===== config.mk =====
export PLATFORM = sky130hd
export DESIGN_NAME = wb_load_unit
export DESIGN_NICKNAME = d
export VERILOG_FILES = /design/src/rtl/wb_load_unit.sv
export SDC_FILE = /design/constraint.sdc
export NUM_CORES = 1
export LEC_CHECK = 0
export BUFFER_PORTS_ARGS = -buffer_cell sky130_fd_sc_hd__buf_2
export CAP_MARGIN = 15
export CORE_AREA = 4 4 89 91
export DETAILED_ROUTE_END_ITERATION = 10
export DIE_AREA = 0 0 93 95
export PLACE_DENSITY_LB_ADDON = 0.15
export SLEW_MARGIN = 20
export SYNTH_ARGS = -nofsm -noshare
export SYNTH_HDL_FRONTEND = slang
export SYNTH_SLANG_ARGS = --single-unit

===== constraint.sdc =====
create_clock -name i_clk -period 1.6 [get_ports i_clk]
set_clock_uncertainty 0.05 [all_clocks]
set_input_delay 0.24 -clock i_clk [delete_from_list [all_inputs] [get_ports i_clk]]
set_output_delay 0.24 -clock i_clk [all_outputs]
set_load 0.005 [all_outputs]

===== src/rtl/wb_load_unit.sv =====
// Writeback/load unit: routes execute results to the register file and waits
// on data memory for loads, extracting and extending the addressed lane.
module wb_load_unit #(
  parameter int unsigned XLEN  = 32,
  parameter int unsigned RF_AW = 5
) (
  input  logic             i_clk,
  input  logic             i_rst,
  input  logic             i_valid,
  output logic             o_ready,
  input  logic             i_reg_write,
  input  logic             i_mem_read,
  input  logic [1:0]       i_size,
  input  logic             i_unsigned,
  input  logic [XLEN-1:0]  i_ex_data,
  input  logic [RF_AW-1:0] i_rd,
  input  logic             i_dmem_rvalid,
  input  logic [XLEN-1:0]  i_dmem_rdata,
  output logic             o_rf_we,
  output logic [RF_AW-1:0] o_rf_waddr,
  output logic [XLEN-1:0]  o_rf_wdata,
  output logic             o_misaligned
);

  localparam int unsigned LANE_W = $clog2(XLEN / 8);
  localparam int unsigned SH_W   = LANE_W + 3;

  typedef enum logic [1:0] {
    IDLE     = 2'd0,
    WAIT_MEM = 2'd1,
    WRITE    = 2'd2
  } state_e;

  state_e             state_q, state_d;

  // Load context held across the memory wait
  logic               cap_we_q;
  logic [RF_AW-1:0]   cap_rd_q;
  logic [1:0]         cap_size_q;
  logic               cap_uns_q;
  logic [LANE_W-1:0]  cap_lane_q;
  logic               cap_load_c;

  logic               rf_we_d;
  logic               misaligned_d;
  logic [RF_AW-1:0]   rf_waddr_d;
  logic [XLEN-1:0]    rf_wdata_d;

  logic               accept_c;
  logic               bad_load_c;
  logic [SH_W-1:0]    shift_c;
  logic [7:0]         byte_c;
  logic [15:0]        half_c;
  logic [31:0]        word_c;
  logic [XLEN-1:0]    load_data_c;

  assign o_ready  = (state_q != WAIT_MEM);
  assign accept_c = i_valid && o_ready;

  // Alignment and size legality of the incoming load address
  always_comb begin
    bad_load_c = 1'b0;
    unique case (i_size)
      2'd0:    bad_load_c = 1'b0;
      2'd1:    bad_load_c = i_ex_data[0];
      2'd2:    bad_load_c = |i_ex_data[1:0];
      default: bad_load_c = (XLEN == 32) || (|i_ex_data[2:0]);
    endcase
  end

  // Lane extraction and extension of the memory response
  always_comb begin
    shift_c     = {cap_lane_q, 3'b000};
    byte_c      = 8'(i_dmem_rdata >> shift_c);
    half_c      = 16'(i_dmem_rdata >> shift_c);
    word_c      = 32'(i_dmem_rdata >> shift_c);
    load_data_c = i_dmem_rdata;
    unique case (cap_size_q)
      2'd0:    load_data_c = cap_uns_q ? XLEN'(byte_c) : XLEN'($signed(byte_c));
      2'd1:    load_data_c = cap_uns_q ? XLEN'(half_c) : XLEN'($signed(half_c));
      2'd2:    load_data_c = cap_uns_q ? XLEN'(word_c) : XLEN'($signed(word_c));
      default: load_data_c = i_dmem_rdata;
    endcase
  end

  // Next-state and next-output logic
  always_comb begin
    state_d      = state_q;
    rf_we_d      = 1'b0;
    misaligned_d = 1'b0;
    rf_waddr_d   = o_rf_waddr;
    rf_wdata_d   = o_rf_wdata;
    cap_load_c   = 1'b0;
    unique case (state_q)
      IDLE, WRITE: begin
        state_d = IDLE;
        if (accept_c) begin
          state_d = WRITE;
          if (i_mem_read) begin
            if (bad_load_c) begin
              misaligned_d = 1'b1;
            end else begin
              state_d    = WAIT_MEM;
              cap_load_c = 1'b1;
            end
          end else if (i_reg_write && (i_rd != '0)) begin
            rf_we_d    = 1'b1;
            rf_waddr_d = i_rd;
            rf_wdata_d = i_ex_data;
          end
        end
      end
      WAIT_MEM: begin
        if (i_dmem_rvalid) begin
          state_d = WRITE;
          if (cap_we_q && (cap_rd_q != '0)) begin
            rf_we_d    = 1'b1;
            rf_waddr_d = cap_rd_q;
            rf_wdata_d = load_data_c;
          end
        end
      end
      default: state_d = IDLE;
    endcase
  end

  always_ff @(posedge i_clk) begin
    if (!i_rst) begin
      state_q      <= IDLE;
      o_rf_we      <= 1'b0;
      o_misaligned <= 1'b0;
      o_rf_waddr   <= '0;
      o_rf_wdata   <= '0;
    end else begin
      state_q      <= state_d;
      o_rf_we      <= rf_we_d;
      o_misaligned <= misaligned_d;
      o_rf_waddr   <= rf_waddr_d;
      o_rf_wdata   <= rf_wdata_d;
    end
  end

  always_ff @(posedge i_clk) begin
    if (!i_rst) begin
      cap_we_q   <= 1'b0;
      cap_rd_q   <= '0;
      cap_size_q <= '0;
      cap_uns_q  <= 1'b0;
      cap_lane_q <= '0;
    end else if (cap_load_c) begin
      cap_we_q   <= i_reg_write;
      cap_rd_q   <= i_rd;
      cap_size_q <= i_size;
      cap_uns_q  <= i_unsigned;
      cap_lane_q <= i_ex_data[LANE_W-1:0];
    end
  end

endmodule


==> results of run 1 <==
-- report_power, final --
part           internal [mW]  switching (mW)  total, mW
Clock                  0.315           0.494      0.809
Sequential              1.36          0.0403       1.40
Combinational          0.378           0.399      0.777
Total                   2.06           0.933       2.99
-- layer usage --
metal,vias up,wire [um],GRT usage
li1,1654,-,-
met1,1589,4600,0.303
met2,146,4700,0.353
met3,15,860,0.0470
met4,0,158,0.0513
met5,-,0,0
-- worst min path at each step --
stage	start	endpoint	slack [ps]	depth (start not counted)
6_report	i_ex_data[8]	o_rf_wdata[8]	120	3
5_1_grt	i_ex_data[20]	o_rf_wdata[20]	120	3
4_1_cts	i_ex_data[8]	o_rf_wdata[8]	120	3
3_5_place_dp	o_rf_wdata[7]	o_rf_wdata[7]	400	2
3_3_place_gp	o_rf_wdata[7]	o_rf_wdata[7]	410	2
2_1_floorplan	i_ex_data[1]	cap_lane_q[1]	330	2
-- cells in the mapped netlist (3+ instances only) --
cell and instances:
nand2_1 57, dfxtp_1 52, o21ai_0 41, a31oi_1 23
clkbuf_1 20, mux2i_1 16, o211ai_1 16, a2bb2oi_1 15
o221ai_1 15, nor2_1 14, a21boi_0 12, o211a_1 12
nand3_2 11, buf_2 9, o21ai_1 5, buf_6 4
inv_1 4, nand3_1 3, nor2b_1 3
-- logic make-up (layout without fill, tap and decap cells) --
| family | Yosys count | in the layout |
|---|---|---|
| simple gates | 98 | 98 |
| buf+inv | 41 | 189 |
| mux | 17 | 17 |
| flops | 52 | 52 |
| compound gates | 154 | 154 |
-- through the flow --
stage	power, mW	hold WS [ps]	util	instance area [um2]
after CTS	2.94	117	0.589	4210
after global routing	3.13	122	0.606	4320
after floorplan	1.80	327	-	3080
after detailed placement	2.13	404	0.567	4050
final	2.99	117	0.606	4320
after global placement	2.13	410	0.567	4050
-- critical path, delay by kind of cell (launching register included) --
family                 cells  cell delay [ps]
and+or+nand+nor            1              150
buffers and inverters      1              160
muxes                      1              580
DFF                        1              380
AOI/OAI and AO/OA          3              350
-- flip-flops by register name, indices dropped and copies added (netlist names) --
name / count
cap_lane_q: 2
o_rf_we: 1
o_rf_wdata: 32
cap_rd_q: 5
o_rf_waddr: 5
state_q: 2
cap_we_q: 1
cap_uns_q: 1
o_misaligned: 1
cap_size_q: 2
-- cell type report --
class,count,area [um2]
clock inverters,3,22.5
clock buffers,5,68.8
flip-flops and latches,52,1050
repair buffers,176,1140
multi-input cells,269,1900
well taps,99,124
fillers,687,2820
inverters,5,21.3
-- placed cells by master (no fill, tap or decap), drive strengths merged, types with 2 or more instances in the layout --
cell     count
dfxtp       52
o221ai      16
nor2        14
a21oi        3
o21ai       47
clkbuf       7
nor2b        3
nand2       58
and2         2
mux2i       16
a21boi      12
or4          2
a31oi       23
o211a       12
a2bb2oi     15
nand3       14
o21a         2
clkinv       2
inv          6
buf        174
o211ai      18
-- repair_timing --
item,4_1_cts,5_1_grt
endpoints found under the setup margin,39,39
gates cloned,0,2
setup buffers,0,5
gates resized for setup,31,10
pin swaps,6,14
==> results.py, run 1 <==
metrics = {
    "worst_setup_path": {
        "worst_ep_arrival_time_ps": 1940,
        "path_max_fanout": 7,
        "path_cells": "mux4_2 -> nand2_4 -> o21ai_4 -> buf_4 -> o221ai_2 -> a31oi_1",
        "slowest_delay_ps": 580,
        "cp-start-kind": "flip-flop",
        "crit_required_ps": 1750,
        "cp-endpoint": "o_rf_wdata[21]",
        "rrSetupSlack_ps": -180,
        "r2r-end": "o_rf_wdata[21]",
        "endpoint_kind": "flip-flop",
        "startpoint": "cap_lane_q[1]",
        "worst-r2r-cell-count": 6,
        "path_class": "reg2reg",
        "crit_slowest_cell": "mux4_2",
        "r2r_start": "cap_lane_q[1]",
    },
    "synth": {
        "synthXorXnorAreaFrac": 0,
        "synth-seq-cells": 52,
        "syn_area_um2": 3050,
        "synthCells": 362,
        "syn_area_per_cell_um2": 8.43,
        "ys_types": 44,
        "yosysTopAreaCell": "dfxtp_1",
        "synth_top_family_by_area": "compound AO/OA/AOI/OAI gates",
        "synthTopCellsByArea": "dfxtp_1, nand2_1, o21ai_0",
        "synthMuxAreaShare": 0.0599,
        "yosys_warnings": 0,
        "yosys.area_share.simple": 0.159,
        "synth_nets": 440,
        "synth_top_area_share": 0.341,
        "synth_adder_area_share": 0,
        "synth_edf_count": 0,
        "synth.yosys.seq_area_share": 0.341,
        "async_flop_share": 0,
        "synth_compound_area_frac": 0.374,
        "synth_flop_cell": "dfxtp_1",
    },
    "place": {
        "dp.cells": 594,
        "place_congestion": 0.849,
        "portBuffers": 117,
        "dpl.hpwl_mm": 7.40,
        "place_ws_ps": -202,
    },
    "grt": {
        "grt.overflow.total": 0,
        "grt_first_pass_wirelength_mm": 15.6,
        "grt_max_degree": 40,
        "grtUsageTotal": 0.220,
        "grt_pass1_vias": 3187,
        "antenna_found_initial": 0,
    },
    "routing": {
        "routed_wl_mm": 10.3,
        "drt_first_pass_iters": 4,
        "dr_total_vias": 3404,
        "first_iter_violations": 145,
        "routed_via_density": 5.59,
        "wire_per_inst_um": 16.9,
        "drc_errors": 0,
        "drtAntennaViolNets": 0,
    },
    "cells_and_area": {
        "drive_gt1_frac": 0.433,
        "n_antenna_cell": 0,
        "fin_nets": 587,
        "fin_cells": 609,
        "syn_to_final_growth_pct": 41.6,
    },
    "outcome": {
        "outcome": "finished, violations left",
        "violations": "setup timing",
    },
    "floorplan": {
        "core_area_um2": 7140,
        "die_height_um": 95,
        "start_util": 0.428,
        "die_width_um": 93,
        "dieArea_um2": 8840,
        "ioPinCount": 118,
        "rows": 31,
    },
    "power": {
        "p_leak_nw": 2.00,
        "p_per_area_nw_per_um2": 692,
        "ir_drop_uv": 762,
    },
    "timing": {
        "totalNegativeSetupSlack_ps": -4630,
        "drv_slew": 0,
        "relSlewSlack": 0.696,
        "setup_ws_ps": -184,
        "hold_violations": 0,
        "fin_crit_sh": 1.12,
        "setup_violations": 38,
        "finalCriticalPeriod_ps": 1780,
        "rsz0062_at_grt": "yes",
        "fmax_mhz": 560,
        "worst_pin_slew_ps": 455,
    },
    "clocking": {
        "clockRootBuffer": "clkbuf_8",
        "cts_buffers": 5,
        "clkSinkCount": 52,
        "cts_hold_buf": 0,
        "clk-insertion-delay-late_ps": 320,
        "clkTransAtPathRegs_ps": 110,
        "clockBufferDepth": 2,
        "htreeDepth": 2,
        "cts_tree": "yes",
    },
    "job": {
        "max-cap-violations": 0,
    },
    "worst_hold_path": {
        "hp-class": "in2reg",
    },
}
Power figures use the tool's default switching activity.
==> inputs of run 2 (changes only) <==
==> constraint.sdc (replaced) <==
create_clock -name i_clk -period 1.6 [get_ports i_clk]
set_clock_uncertainty 0.05 [all_clocks]
set_input_delay 0.24 -clock i_clk [delete_from_list [all_inputs] [get_ports i_clk]]
set_output_delay 0.24 -clock i_clk [all_outputs]
set_load 0.1 [all_outputs]
==> run 2 against run 1 <==
Against the previous run: the flow still finishes with violations (setup timing); first-iteration DRC count rose by 83%; global-route usage rose by 1.7 points; wire length rose by 3.2%; setup slack got worse by 11 ps; final area rose by 2.3%; sequential power barely moved; die area did not move; count of clock-buffer cells in the layout did not move; highest routed layer is now met5.
==> results.py, run 2 (synthesized netlist as in run 1, its figures left out) <==
metrics = {
    "cells_and_area": {
        "layout_commonest_cell": "buf_2",
        "final_cell_mix": "buf_2, nand2_1, dfxtp_1, buf_4, a31oi_1",
        "final_core_util": 0.620,
        "syn_to_final_growth_pct": 44.9,
        "fillers": 678,
        "design_area_um2": 4420,
        "top_register": "o_rf_wdata",
        "drive_gt1_frac": 0.456,
        "reg_top3": "o_rf_wdata: 32 flops, cap_rd_q: 5 flops, o_rf_waddr: 5 flops",
        "n_antenna_cell": 0,
        "fin_cells": 606,
        "largest_reg_flops": 32,
        "fin_nets": 584,
    },
    "clocking": {
        "cts_tree": "yes",
        "cts_buffers": 5,
        "clk-insertion-delay-late_ps": 320,
        "cts_hold_buf": 0,
        "htreeDepth": 2,
        "clockRootBuffer": "clkbuf_8",
        "clkTransAtPathRegs_ps": 100,
        "clockBufferDepth": 2,
        "clkSinkCount": 52,
    },
    "floorplan": {
        "ioPinCount": 118,
        "die_height_um": 95,
        "dieArea_um2": 8840,
        "core_area_um2": 7140,
        "rows": 31,
        "start_util": 0.428,
        "die_width_um": 93,
    },
    "grt": {
        "grt_pass1_vias": 3237,
        "grt.overflow.total": 0,
        "grt_max_degree": 54,
        "antenna_found_initial": 1,
        "grtUsageTotal": 0.236,
        "grt_first_pass_wirelength_mm": 16.7,
    },
    "timing": {
        "hold_violations": 0,
        "fmax_mhz": 557,
        "relSlewSlack": 0.666,
        "fin_crit_sh": 1.12,
        "drv_slew": 0,
        "totalNegativeSetupSlack_ps": -5540,
        "finalCriticalPeriod_ps": 1800,
        "worst_pin_slew_ps": 504,
        "rsz0062_at_grt": "yes",
        "setup_violations": 38,
        "setup_ws_ps": -195,
        "holdWs_ps": 117,
    },
    "place": {
        "place_congestion": 0.866,
        "dpl.hpwl_mm": 7.49,
        "portBuffers": 117,
        "dp.cells": 587,
        "placed_area_um2": 4020,
        "place_ws_ps": -203,
    },
    "power": {
        "p_leak_nw": 2.01,
        "p_per_area_nw_per_um2": 774,
        "total_power_mw": 3.42,
        "ir_drop_uv": 483,
    },
    "worst_hold_path": {
        "hp-class": "in2reg",
    },
    "routing": {
        "dr_total_vias": 3378,
        "first_iter_violations": 266,
        "routed_wl_mm": 10.7,
        "drt_first_pass_iters": 4,
        "wire_per_inst_um": 17.6,
        "drtAntennaViolNets": 0,
        "drc_errors": 0,
        "routed_via_density": 5.57,
    },
    "worst_setup_path": {
        "critPathTopFamily": "multiplexers",
        "path_cells": "mux4_2 -> buf_6 -> a21oi_4 -> o21ai_1 -> o211ai_1 -> a31oi_1",
        "endpoint_kind": "flip-flop",
        "worst_ep_arrival_time_ps": 1940,
        "crit_required_ps": 1750,
        "crit_slowest_cell": "mux4_2",
        "path_max_fanout": 7,
        "slowest_delay_ps": 550,
        "cp-start-kind": "flip-flop",
        "path_class": "reg2reg",
        "path_buf_inv": 1,
    },
    "job": {
        "max-cap-violations": 0,
    },
    "outcome": {
        "outcome": "finished, violations left",
        "violations": "setup timing",
    },
}
run 2: cell count changes in the layout (fill, tap and decap cells not counted), sizes merged:
| cell | change |
|---|---|
| buf | -4 |
| clkinvlp | +2 |
| bufbuf | +1 |
| clkinv | -1 |
| inv | -1 |
run 2: worst paths after layout:
path | cells past startpoint | to | from | slack (ps)
setup reg to reg | 6 | o_rf_wdata[12] | cap_lane_q[1] | -200
setup / recovery | 6 | o_rf_wdata[12] | cap_lane_q[1] | -200
hold reg to reg | 2 | o_rf_wdata[7] | o_rf_wdata[7] | 420
hold / removal | 3 | o_rf_wdata[27] | i_ex_data[27] | 120
run 2: metal layers:
layer,up-vias,share of wire,global-route usage
met3,14,0.078,0.0590
met2,130,0.47,0.379
met4,2,0.015,0.0696
met1,1581,0.43,0.315
li1,1651,-,-
met5,-,0.0012,0
run 2: layout make-up:
class                      count  area [um2]  area share
inverter                       5        21.3     0.00481
sequential                    52        1050       0.237
clock buffer                   5        68.8      0.0156
clock inverter                 3        23.8     0.00537
multi-input combinational    269        1960       0.444
timing repair buffer         173        1170       0.266
tap                           99         124      0.0280
run 2: timing repair:
item | CTS | global route
resized for setup | 23 | 30
pin swaps | 9 | 6
cloned | 2 | 2
buffers inserted | 5 | 2
setup endpoints to repair | 39 | 41
run 2: power by group:
group          switching [mW]  internal, mW  total, mW
Combinational           0.826         0.396       1.22
Sequential             0.0437          1.36       1.41
Clock                   0.483         0.311      0.794
Total                    1.35          2.07       3.42
run 2: worst register-to-register path, delay by kind of cell, from the launching register on:
kind	cells	cell delay [ps]
muxes	1	550
buffers and inverters	1	150
DFF	1	380
AOI/OAI and AO/OA	4	550
